$ cat src/rtl/dl_port_sched.sv
// dl_port_sched: moves ROM-download bytes from data_io into the two SDRAM
// write ports (CPU program region on port1, GFX region on port2) using a
// toggle req/ack handshake, then releases the game core from reset once the
// whole image has been committed.
//
// Optional feature macro: DL_CHECKSUM_EN (adds dl_sum, a mod-2^16 sum of every
// byte acknowledged during the current download).
//
// Ports (all in the clk_sd domain, res_n_i asynchronous active-low):
//   ioctl_download/ioctl_wr/ioctl_addr/ioctl_dout  download stream from data_io
//   force_reset                                     OSD reset request
//   port1_req/ack, port2_req/ack                    toggle handshakes to sdram
//   port_a/port_ds/port_d/port_we                   shared write address/data
//   rom_loaded, core_reset                          load status and core reset
//   dl_err                                          sticky {timeout, overflow}
//   dl_sum (DL_CHECKSUM_EN only)                    committed byte checksum
//
// state  | meaning
// IDLE   | waiting for a FIFO entry; pops and latches address/data/route
// ISSUE  | toggles the selected port request and arms the ack timer
// WAIT   | waits for ack==req on the selected port, or abandons on timeout
module dl_port_sched #(
   parameter int          FIFO_DEPTH  = 4,
   parameter logic [22:0] GFX_BASE    = 23'h8000,
   parameter int          ACK_TIMEOUT = 255,
   parameter int          RESET_HOLD  = 16
) (
   input  logic        clk_sd,
   input  logic        res_n_i,
   input  logic        ioctl_download,
   input  logic        ioctl_wr,
   input  logic [24:0] ioctl_addr,
   input  logic [7:0]  ioctl_dout,
   input  logic        force_reset,
   output logic        port1_req,
   input  logic        port1_ack,
   output logic        port2_req,
   input  logic        port2_ack,
   output logic [22:0] port_a,
   output logic [1:0]  port_ds,
   output logic [15:0] port_d,
   output logic        port_we,
   output logic        rom_loaded,
   output logic        core_reset,
   output logic [1:0]  dl_err
`ifdef DL_CHECKSUM_EN
   ,
   output logic [15:0] dl_sum
`endif
);

   localparam int AW = $clog2(FIFO_DEPTH);
   localparam int TW = $clog2(ACK_TIMEOUT + 1);
   localparam int HW = $clog2(RESET_HOLD + 1);

   typedef enum logic [1:0] {S_IDLE, S_ISSUE, S_WAIT} state_t;

   state_t        state;
   logic [31:0]   mem [FIFO_DEPTH];
   logic [AW:0]   wr_ptr, rd_ptr;
   logic          wr_q, dl_q, pending, sel2;
   logic [TW-1:0] timer;
   logic [HW-1:0] hold;

   logic          fifo_empty, fifo_full, wr_rise, pop, push;
   logic          dl_rise, dl_fall, ack_eq, to_gfx;
   logic [31:0]   head;
   logic [22:0]   head_word;
   logic          unused_addr;

   assign unused_addr = ioctl_addr[24];

   assign fifo_empty = (wr_ptr == rd_ptr);
   assign fifo_full  = (wr_ptr[AW-1:0] == rd_ptr[AW-1:0]) && (wr_ptr[AW] != rd_ptr[AW]);
   assign wr_rise    = ioctl_wr & ~wr_q & ioctl_download;
   assign pop        = (state == S_IDLE) && !fifo_empty;
   // a pop in the same cycle frees a slot, so a push into a full FIFO is kept
   assign push       = wr_rise && (!fifo_full || pop);
   assign dl_rise    = ioctl_download & ~dl_q;
   assign dl_fall    = ~ioctl_download & dl_q;

   // entry layout: {addr[23:0], byte}; word address is addr[23:1]
   assign head      = mem[rd_ptr[AW-1:0]];
   assign head_word = head[31:9];
   assign to_gfx    = (head_word >= GFX_BASE);
   assign ack_eq    = sel2 ? (port2_ack == port2_req) : (port1_ack == port1_req);

   assign core_reset = force_reset | ~rom_loaded | (hold != '0);

   always_ff @(posedge clk_sd) begin
      if (push) mem[wr_ptr[AW-1:0]] <= {ioctl_addr[23:0], ioctl_dout};
   end

   always_ff @(posedge clk_sd or negedge res_n_i) begin
      if (!res_n_i) begin
         state      <= S_IDLE;
         wr_ptr     <= '0;
         rd_ptr     <= '0;
         wr_q       <= 1'b0;
         dl_q       <= 1'b0;
         pending    <= 1'b0;
         sel2       <= 1'b0;
         timer      <= '0;
         hold       <= '0;
         port1_req  <= 1'b0;
         port2_req  <= 1'b0;
         port_a     <= '0;
         port_ds    <= '0;
         port_d     <= '0;
         port_we    <= 1'b0;
         rom_loaded <= 1'b0;
         dl_err     <= '0;
      end else begin
         wr_q <= ioctl_wr;
         dl_q <= ioctl_download;

         if (push) wr_ptr <= wr_ptr + (AW+1)'(1);
         if (pop)  rd_ptr <= rd_ptr + (AW+1)'(1);

         if (hold != '0) hold <= hold - HW'(1);

         if (dl_rise) begin
            rom_loaded <= 1'b0;
            dl_err     <= '0;
            pending    <= 1'b0;
         end else if (dl_fall) begin
            pending <= 1'b1;
         end else if (pending && fifo_empty && (state == S_IDLE)) begin
            rom_loaded <= 1'b1;
            pending    <= 1'b0;
            hold       <= HW'(RESET_HOLD);
         end

         if (wr_rise && fifo_full && !pop) dl_err[0] <= 1'b1;

         case (state)
            S_IDLE: begin
               if (!fifo_empty) begin
                  sel2    <= to_gfx;
                  port_a  <= to_gfx ? (head_word - GFX_BASE) : head_word;
                  port_ds <= {head[8], ~head[8]};
                  port_d  <= {head[7:0], head[7:0]};
                  state   <= S_ISSUE;
               end
            end
            S_ISSUE: begin
               if (sel2) port2_req <= ~port2_req;
               else      port1_req <= ~port1_req;
               port_we <= 1'b1;
               timer   <= TW'(ACK_TIMEOUT);
               state   <= S_WAIT;
            end
            S_WAIT: begin
               if (ack_eq) begin
                  port_we <= 1'b0;
                  state   <= S_IDLE;
               end else if (timer == '0) begin
                  // abandon: req stays toggled, the write is treated as done
                  dl_err[1] <= 1'b1;
                  port_we   <= 1'b0;
                  state     <= S_IDLE;
               end else begin
                  timer <= timer - TW'(1);
               end
            end
            default: state <= S_IDLE;
         endcase
      end
   end

`ifdef DL_CHECKSUM_EN
   always_ff @(posedge clk_sd or negedge res_n_i) begin
      if (!res_n_i)                      dl_sum <= '0;
      else if (dl_rise)                  dl_sum <= '0;
      else if ((state == S_WAIT) && ack_eq) dl_sum <= dl_sum + 16'(port_d[7:0]);
   end
`endif

endmodule

$ cat config.mk
export PLATFORM = sky130hd
export DESIGN_NAME = dl_port_sched
export DESIGN_NICKNAME = d
export VERILOG_FILES = /design/src/rtl/dl_port_sched.sv
export SDC_FILE = /design/constraint.sdc
export NUM_CORES = 1
export LEC_CHECK = 0
export CORE_MARGIN = 8
export CORE_UTILIZATION = 25
export CTS_CLUSTER_SIZE = 8
export DETAILED_ROUTE_END_ITERATION = 10
export PLACE_DENSITY = 0.4
export SLEW_MARGIN = 20
export SYNTH_ARGS = -nofsm -noshare
export SYNTH_HDL_FRONTEND = slang
export SYNTH_SLANG_ARGS = --single-unit
$ cat constraint.sdc
create_clock -name clk_sd -period 3 [get_ports clk_sd]
set_clock_uncertainty 0.05 [all_clocks]
set_input_delay 0.3 -clock clk_sd [delete_from_list [all_inputs] [get_ports clk_sd]]
set_output_delay 0.3 -clock clk_sd [all_outputs]
set_load 0.005 [all_outputs]
==> results by group, run 1 <==
Synth
  – Top_reg_cell synth: edfxtp_1
  – EDFF count, synth: 128
  – Post-synth top area share: 48.81%
  – Synthesized cell area: 7875 um2
  – Mapped Nets: roughly 560
  – Ys Warns: 0
  – Yosys reg bits: 192
  – Post-synth top area cell: edfxtp_1
  – Synth unique cells: 56
  – Register area share after synthesis: 69.15%
  – Gate Count Post-Synth: 508
  – Syn avg cell area: around 16 um2
  – Area contributors post-synth: edfxtp_1 (49%), dfrtp_1 (20%), mux4_2 (8.6%)
  – Share of synthesized flip-flops with an asynchronous set or reset: 33.33%

Floorplanning
  – Die H: a little under 200 um
  – Die area: 37430 um2
  – Die width: 193.5 um
  – Rows: 65
  – Core area: 31310 um2
  – Initial Utilization: 25.15%
  – Ports: 88

Detailed routing
  – Detailed Route Iter0 Violations: 185
  – Wire per inst: 17.45 um
  – Vias post-DR: around 4400
  – Drt pass-1 iters: 4
  – WL final: between 15000 and 20000 um
  – Final ANT Viol Nets: 0
  – Residual DRC: 0
  – Drt via density: 4.315

Power and ir drop
  – Pleak: around 0.0037 uW
  – VDD IR max: 0.3824 mV
  – Pwr/cell area: about 960 nW/um2

Timing
  – Tcrit/Tclk final: 91.86%
  – Slew @ Worst Pin: roughly 0.9 ns
  – Final slew viol count: 0
  – Finish-stage setup viols: 0
  – Fin Hold WS: 0.2945 ns
  – Tmin final: between 2 and 3 ns
  – Final Hold Fails: 0
  – Fmax: 362.9 MHz
  – RSZ-0062 raised after global routing: no
  – Slew HR: 40.10%
  – Setup_tns: 0 ns

Layout
  – Post-Layout Cell Count: about 1000
  – Most frequent cells in the layout: edfxtp_1 (128), clkdlybuf4s50_1 (85), nand2_1 (84), dfrtp_1 (62), mux4_2 (30)
  – Final nets: 670
  – Fillers: 3058
  – Antenna Cells: 0
  – Proportion of layout cells with a drive suffix above 1: 17.36%
  – Post-layout util: 31.90%
  – Area growth syn-to-layout: 26.85%
  – Most common cell after layout, fill and taps aside: edfxtp_1

GRT
  – Pin count of the biggest net entering global routing: 65
  – Vias in the first global route: just under 5000
  – Grt ovf: 0
  – First-pass GRT wire length: 28970 um
  – Gr usage total: about 10%
  – Initial antenna violation count: 1

Place
  – Placer Congestion: 0.7041
  – Port bufs: 86
  – DP HPWL: around 12000 um
  – Cell Count Post-Placement: about 1000

Clock tree
  – Clk pin slew, worst setup/hold paths: 0.08 ns
  – Clk Latency, worst-skew pair: 0.44 ns
  – # H-tree levels: 4
  – CTS Buf Count: 17
  – Max clock buf depth: 2
  – TritonCTS clock tree: built
  – Post-CTS Setup Inserts: 0
  – Clock Sinks: 192
  – Root Buffer: clkbuf_16

Setup path
  – Buf/Inv on CP: 1
  – Slowest stage delay, CP: 0.69 ns
  – Crit Path Max Fanout: 15
  – CP Data Required Time: 3.23 ns
  – Worst-path cell chain: mux4_2 > inv_1 > ha_1 > nor3b_2 > nand3_1 > a211oi_2 > a311oi_2
  – CP delay by family, top: flip-flops
  – Slowest-stage cell, CP: dfrtp_2
  – CP startpoint kind: flip-flop
  – Critical Path End Type: flip-flop
  – Critical Path AT: 2.99 ns
  – Critical path class: reg -> reg

Run
  – Total of max-cap violations: 0

Outcome
  – Status: complete, no violations

Hold path
  – Hold WC Path Type: in -> reg
## layout make-up
cell class | count | area [um2] | share of cell area [%]
clock inverter | 15 | 214.0 | 2.142
clock buffer | 17 | 425.4 | 4.259
multi-input combinational | 273 | 2215 | 22.17
sequential | 192 | 5448 | 54.53
inverter | 17 | 63.81 | 0.6388
tap | 402 | 503.0 | 5.035
timing repair buffer | 114 | 1121 | 11.22
## synth_stat cells, types with 6 or more instances
master	count
and2_1	7
nor3_1	8
ha_1	15
a21oi_1	11
mux4_2	30
xnor2_1	12
buf_4	8
buf_2	6
edfxtp_1	128
dfrtp_1	64
nand3_1	9
inv_1	17
nand2_1	84
nor2_1	26
## through the flow
step	total power (uW)	setup WS (ns)	area, um2
2_1_floorplan	5780	0.03351	7875
5_1_grt	10230	0.06714	9990
3_5_place_dp	7308	0.1719	9340
6_report	9556	0.2443	9990
4_1_cts	9791	0.1466	9990
3_3_place_gp	7247	0.2273	9340
## path summary, 6_finish.rpt
kind,depth (start not counted),slack [ns],end,startpoint
setup / recovery,7,0.24,port_a[20]$_DFFE_PN0P_,rd_ptr[0]$_DFFE_PN0P_
hold / removal,1,0.29,wr_q$_DFF_PN0_,ioctl_wr
setup reg to reg,7,0.24,port_a[20]$_DFFE_PN0P_,rd_ptr[0]$_DFFE_PN0P_
hold reg to reg,1,0.44,rd_ptr[2]$_DFFE_PN0P_,rd_ptr[2]$_DFFE_PN0P_
max in group asynchronous,2,1.77,rd_ptr[1]$_DFFE_PN0P_,res_n_i
min in group asynchronous,2,0.48,hold[0]$_DFF_PN0_,res_n_i
## routing by layer
| layer | GRT usage, % | vias to the layer above | share of wire, % |
|---|---|---|---|
| met3 | 2.638 | 15 | 3.4 |
| met5 | 0 | - | 0.072 |
| met4 | 3.136 | 2 | 1.1 |
| met1 | 12.24 | 2268 | 45 |
| met2 | 16.95 | 83 | 50 |
| li1 | - | 2076 | - |
## kinds of logic after synthesis
group	count (synthesis)	synth area share, %
flip-flops	192	69.15
AND/OR/NAND/NOR	161	9.755
buffers and inverters	43	2.812
AO/OA/AOI/OAI	41	3.845
multiplexers	39	10.17
XOR/XNOR	17	1.891
adder cells (fa/ha/maj)	15	2.383
## power by group
group / internal, uW / switching (uW)
sequential: 3310 / 346
clock: 1290 / 1130
combinational: 1740 / 1740
total: 6350 / 3210
## timing repair
item	CTS	global route
hold endpoints to repair	54	0
gates resized for setup	0	0
hold buffers	1	0
## sequential cells by signal, indices dropped and copies added, names as in the netlist, 2 cells and up
signal	count
dl_err	2
mem	128
port_d	8
timer	8
port_ds	2
state	2
rd_ptr	3
port_a	23
wr_ptr	3
hold	5
Power figures use the tool's default switching activity.
==> run 2, diff against run 1 <==
Settings changed: CAP_MARGIN set to 20.
==> results of run 2 <==
Final layout, timing and power as in run 1 (identical DEF).
==> run 3, diff against run 2 <==
Settings changed: RECOVER_POWER set to 100.
==> results by group, run 3 (synthesis results as in run 1) <==
Outcome
  – Status: finished, violations left
  – Failing checks: capacitance limit, slew limit

Floorplanning
  – Ports: 88
  – Core area: 31310 um2
  – Rows: 65
  – Die width: 193.5 um
  – Initial Utilization: 25.15%
  – Die H: 193.5 um
  – Die area: 37430 um2

Detailed routing
  – Detailed Route Iter0 Violations: 175
  – Drt pass-1 iters: 4
  – Drt via density: 4.310
  – Final ANT Viol Nets: 0
  – Vias post-DR: roughly 4400
  – WL final: 17910 um
  – Wire per inst: around 17 um
  – Residual DRC: 0

Timing
  – Tmin final: 2.822 ns
  – Final slew viol count: 65
  – Slew @ Worst Pin: roughly 1.7 ns
  – Slew HR: -15.92%
  – Final Hold Fails: 0
  – RSZ-0062 raised after global routing: no
  – Fmax: between 300 and 400 MHz
  – Tcrit/Tclk final: a little over nine tenths
  – Finish-stage setup viols: 0
  – Setup_tns: 0 ns

GRT
  – Met1 Track Usage GR: 12.24%
  – Vias in the first global route: ~4900
  – Initial antenna violation count: 1
  – Gr usage total: 9.980%
  – Met3 Track Usage GR: 2.638%
  – Pin count of the biggest net entering global routing: 65
  – First-pass GRT wire length: between 20000 and 30000 um
  – GRT met2 Usage: around 17%
  – Grt ovf: 0
  – Busiest layer in global routing: met2

Setup path
  – Crit Path Max Fanout: 7
  – Critical path class: reg -> reg
  – Reg2reg end: state[0]$_DFFE_PN0P_
  – R2R setup slack: 0.18 ns
  – Critical Path AT: 3.08 ns
  – R2R depth: 5
  – CP startpoint: timer[4]$_DFFE_PN0P_
  – Slowest stage delay, CP: 0.62 ns
  – Slowest-stage cell, CP: or4b_1
  – Levels on crit path: 5
  – CP endpoint: state[0]$_DFFE_PN0P_
  – Critical R2R Launch: timer[4]$_DFFE_PN0P_
  – CP Data Required Time: 3.25 ns
  – Buf/Inv on CP: 0
  – CP startpoint kind: flip-flop
  – Critical Path End Type: flip-flop
  – CP delay by family, top: simple AND/OR/NAND/NOR gates
  – Worst-path cell chain: or4_1 > or4b_1 > and2_0 > a21boi_0 > mux2_1

Layout
  – Area growth syn-to-layout: 25.58%
  – Final instance area: 9889 um2
  – Fillers: roughly 3100
  – Most frequent cells in the layout: edfxtp_1 (128), nand2_1 (84), dlygate4sd3_1 (83), dfrtp_1 (62), mux4_2 (30)
  – Final nets: 670
  – Storage cell area: 5448 um2
  – Max reg flops: 128
  – Proportion of layout cells with a drive suffix above 1: 15.61%
  – Multi-input logic area: 2190 um2
  – Most common cell after layout, fill and taps aside: edfxtp_1
  – Antenna Cells: 0

Clock tree
  – CTS resizes: 0
  – Clock Sinks: 192
  – Root Buffer: clkbuf_16
  – # H-tree levels: 4
  – Post-CTS Setup Inserts: 0
  – Clk pin slew, worst setup/hold paths: 0.08 ns
  – CTS Buf Count: 17
  – Clk Latency, worst-skew pair: 0.43 ns
  – # hold bufs at CTS: 1
  – TritonCTS clock tree: built
  – Max clock buf depth: 2

Power and ir drop
  – VDD IR max: 0.3740 mV
  – Pwr/cell area: 943.0 nW/um2
  – Tot Pwr: 9326 uW
  – Pleak: between 0.003 and 0.004 uW

Place
  – DP HPWL: between 10000 and 15000 um
  – Post-place instance area: roughly 9300 um2
  – Port bufs: 86
  – Placer Congestion: 0.7041

Run
  – Total of max-cap violations: 1

Hold path
  – Hold WC Path Type: in -> reg
==> run 3: final cells by class <==
type	instances	area share (%)
clock buffer	17	4.302
clock inverter	15	2.163
inverter	17	0.6452
multi-input combinational	273	22.14
sequential	192	55.09
tap	402	5.086
timing repair buffer	114	10.58
==> run 3: worst min path at each step <==
| stage | from | end | slack (ns) | depth (start not counted) |
|---|---|---|---|---|
| finish | ioctl_wr | wr_q$_DFF_PN0_ | 0.41 | 1 |
| floorplan | res_n_i | dl_err[0]$_DFFE_PN0P_ | -0.05 | 0 |
| global placement | hold[4]$_DFF_PN0_ | hold[4]$_DFF_PN0_ | 0.41 | 1 |
| detailed placement | port_a[2]$_DFFE_PN0P_ | port_a[2]$_DFFE_PN0P_ | 0.41 | 2 |
| global route | ioctl_wr | wr_q$_DFF_PN0_ | 0.40 | 1 |
| CTS | ioctl_wr | wr_q$_DFF_PN0_ | 0.28 | 1 |
==> run 3: power by group <==
part | leakage, uW | internal (uW) | switching [uW]
Sequential | 0.00190 | 3310 | 332
Combinational | 0.00146 | 1550 | 1710
Clock | 0.000310 | 1290 | 1130
==> run 3: routing by layer <==
layer | share of wire (%) | up-vias
met5 | 0.073 | -
met4 | 1.1 | 2
met3 | 4.0 | 15
met2 | 50 | 94
met1 | 44 | 2254
li1 | - | 2074
==> run 3: worst reg2reg max path, stage by stage, from the launching register on <==
cell and delay (ns):
dfrtp_1 0.45, or4_1 0.59, or4b_1 0.62, and2_0 0.28, a21boi_0 0.33, mux2_1 0.37
==> run 3: stage by stage <==
stage / worst slack (ns) / hold WS, ns / utilization (%) / std cells
floorplan: 0.03351 / -0.04559 / - / 508
global placement: 0.2273 / 0.4119 / 29.83 / 997
detailed placement: 0.1719 / 0.4116 / 29.83 / 997
CTS: 0.1466 / 0.2796 / 31.90 / 1030
global route: 0.03449 / 0.4035 / 31.58 / 1030
finish: 0.1781 / 0.4079 / 31.58 / 1030
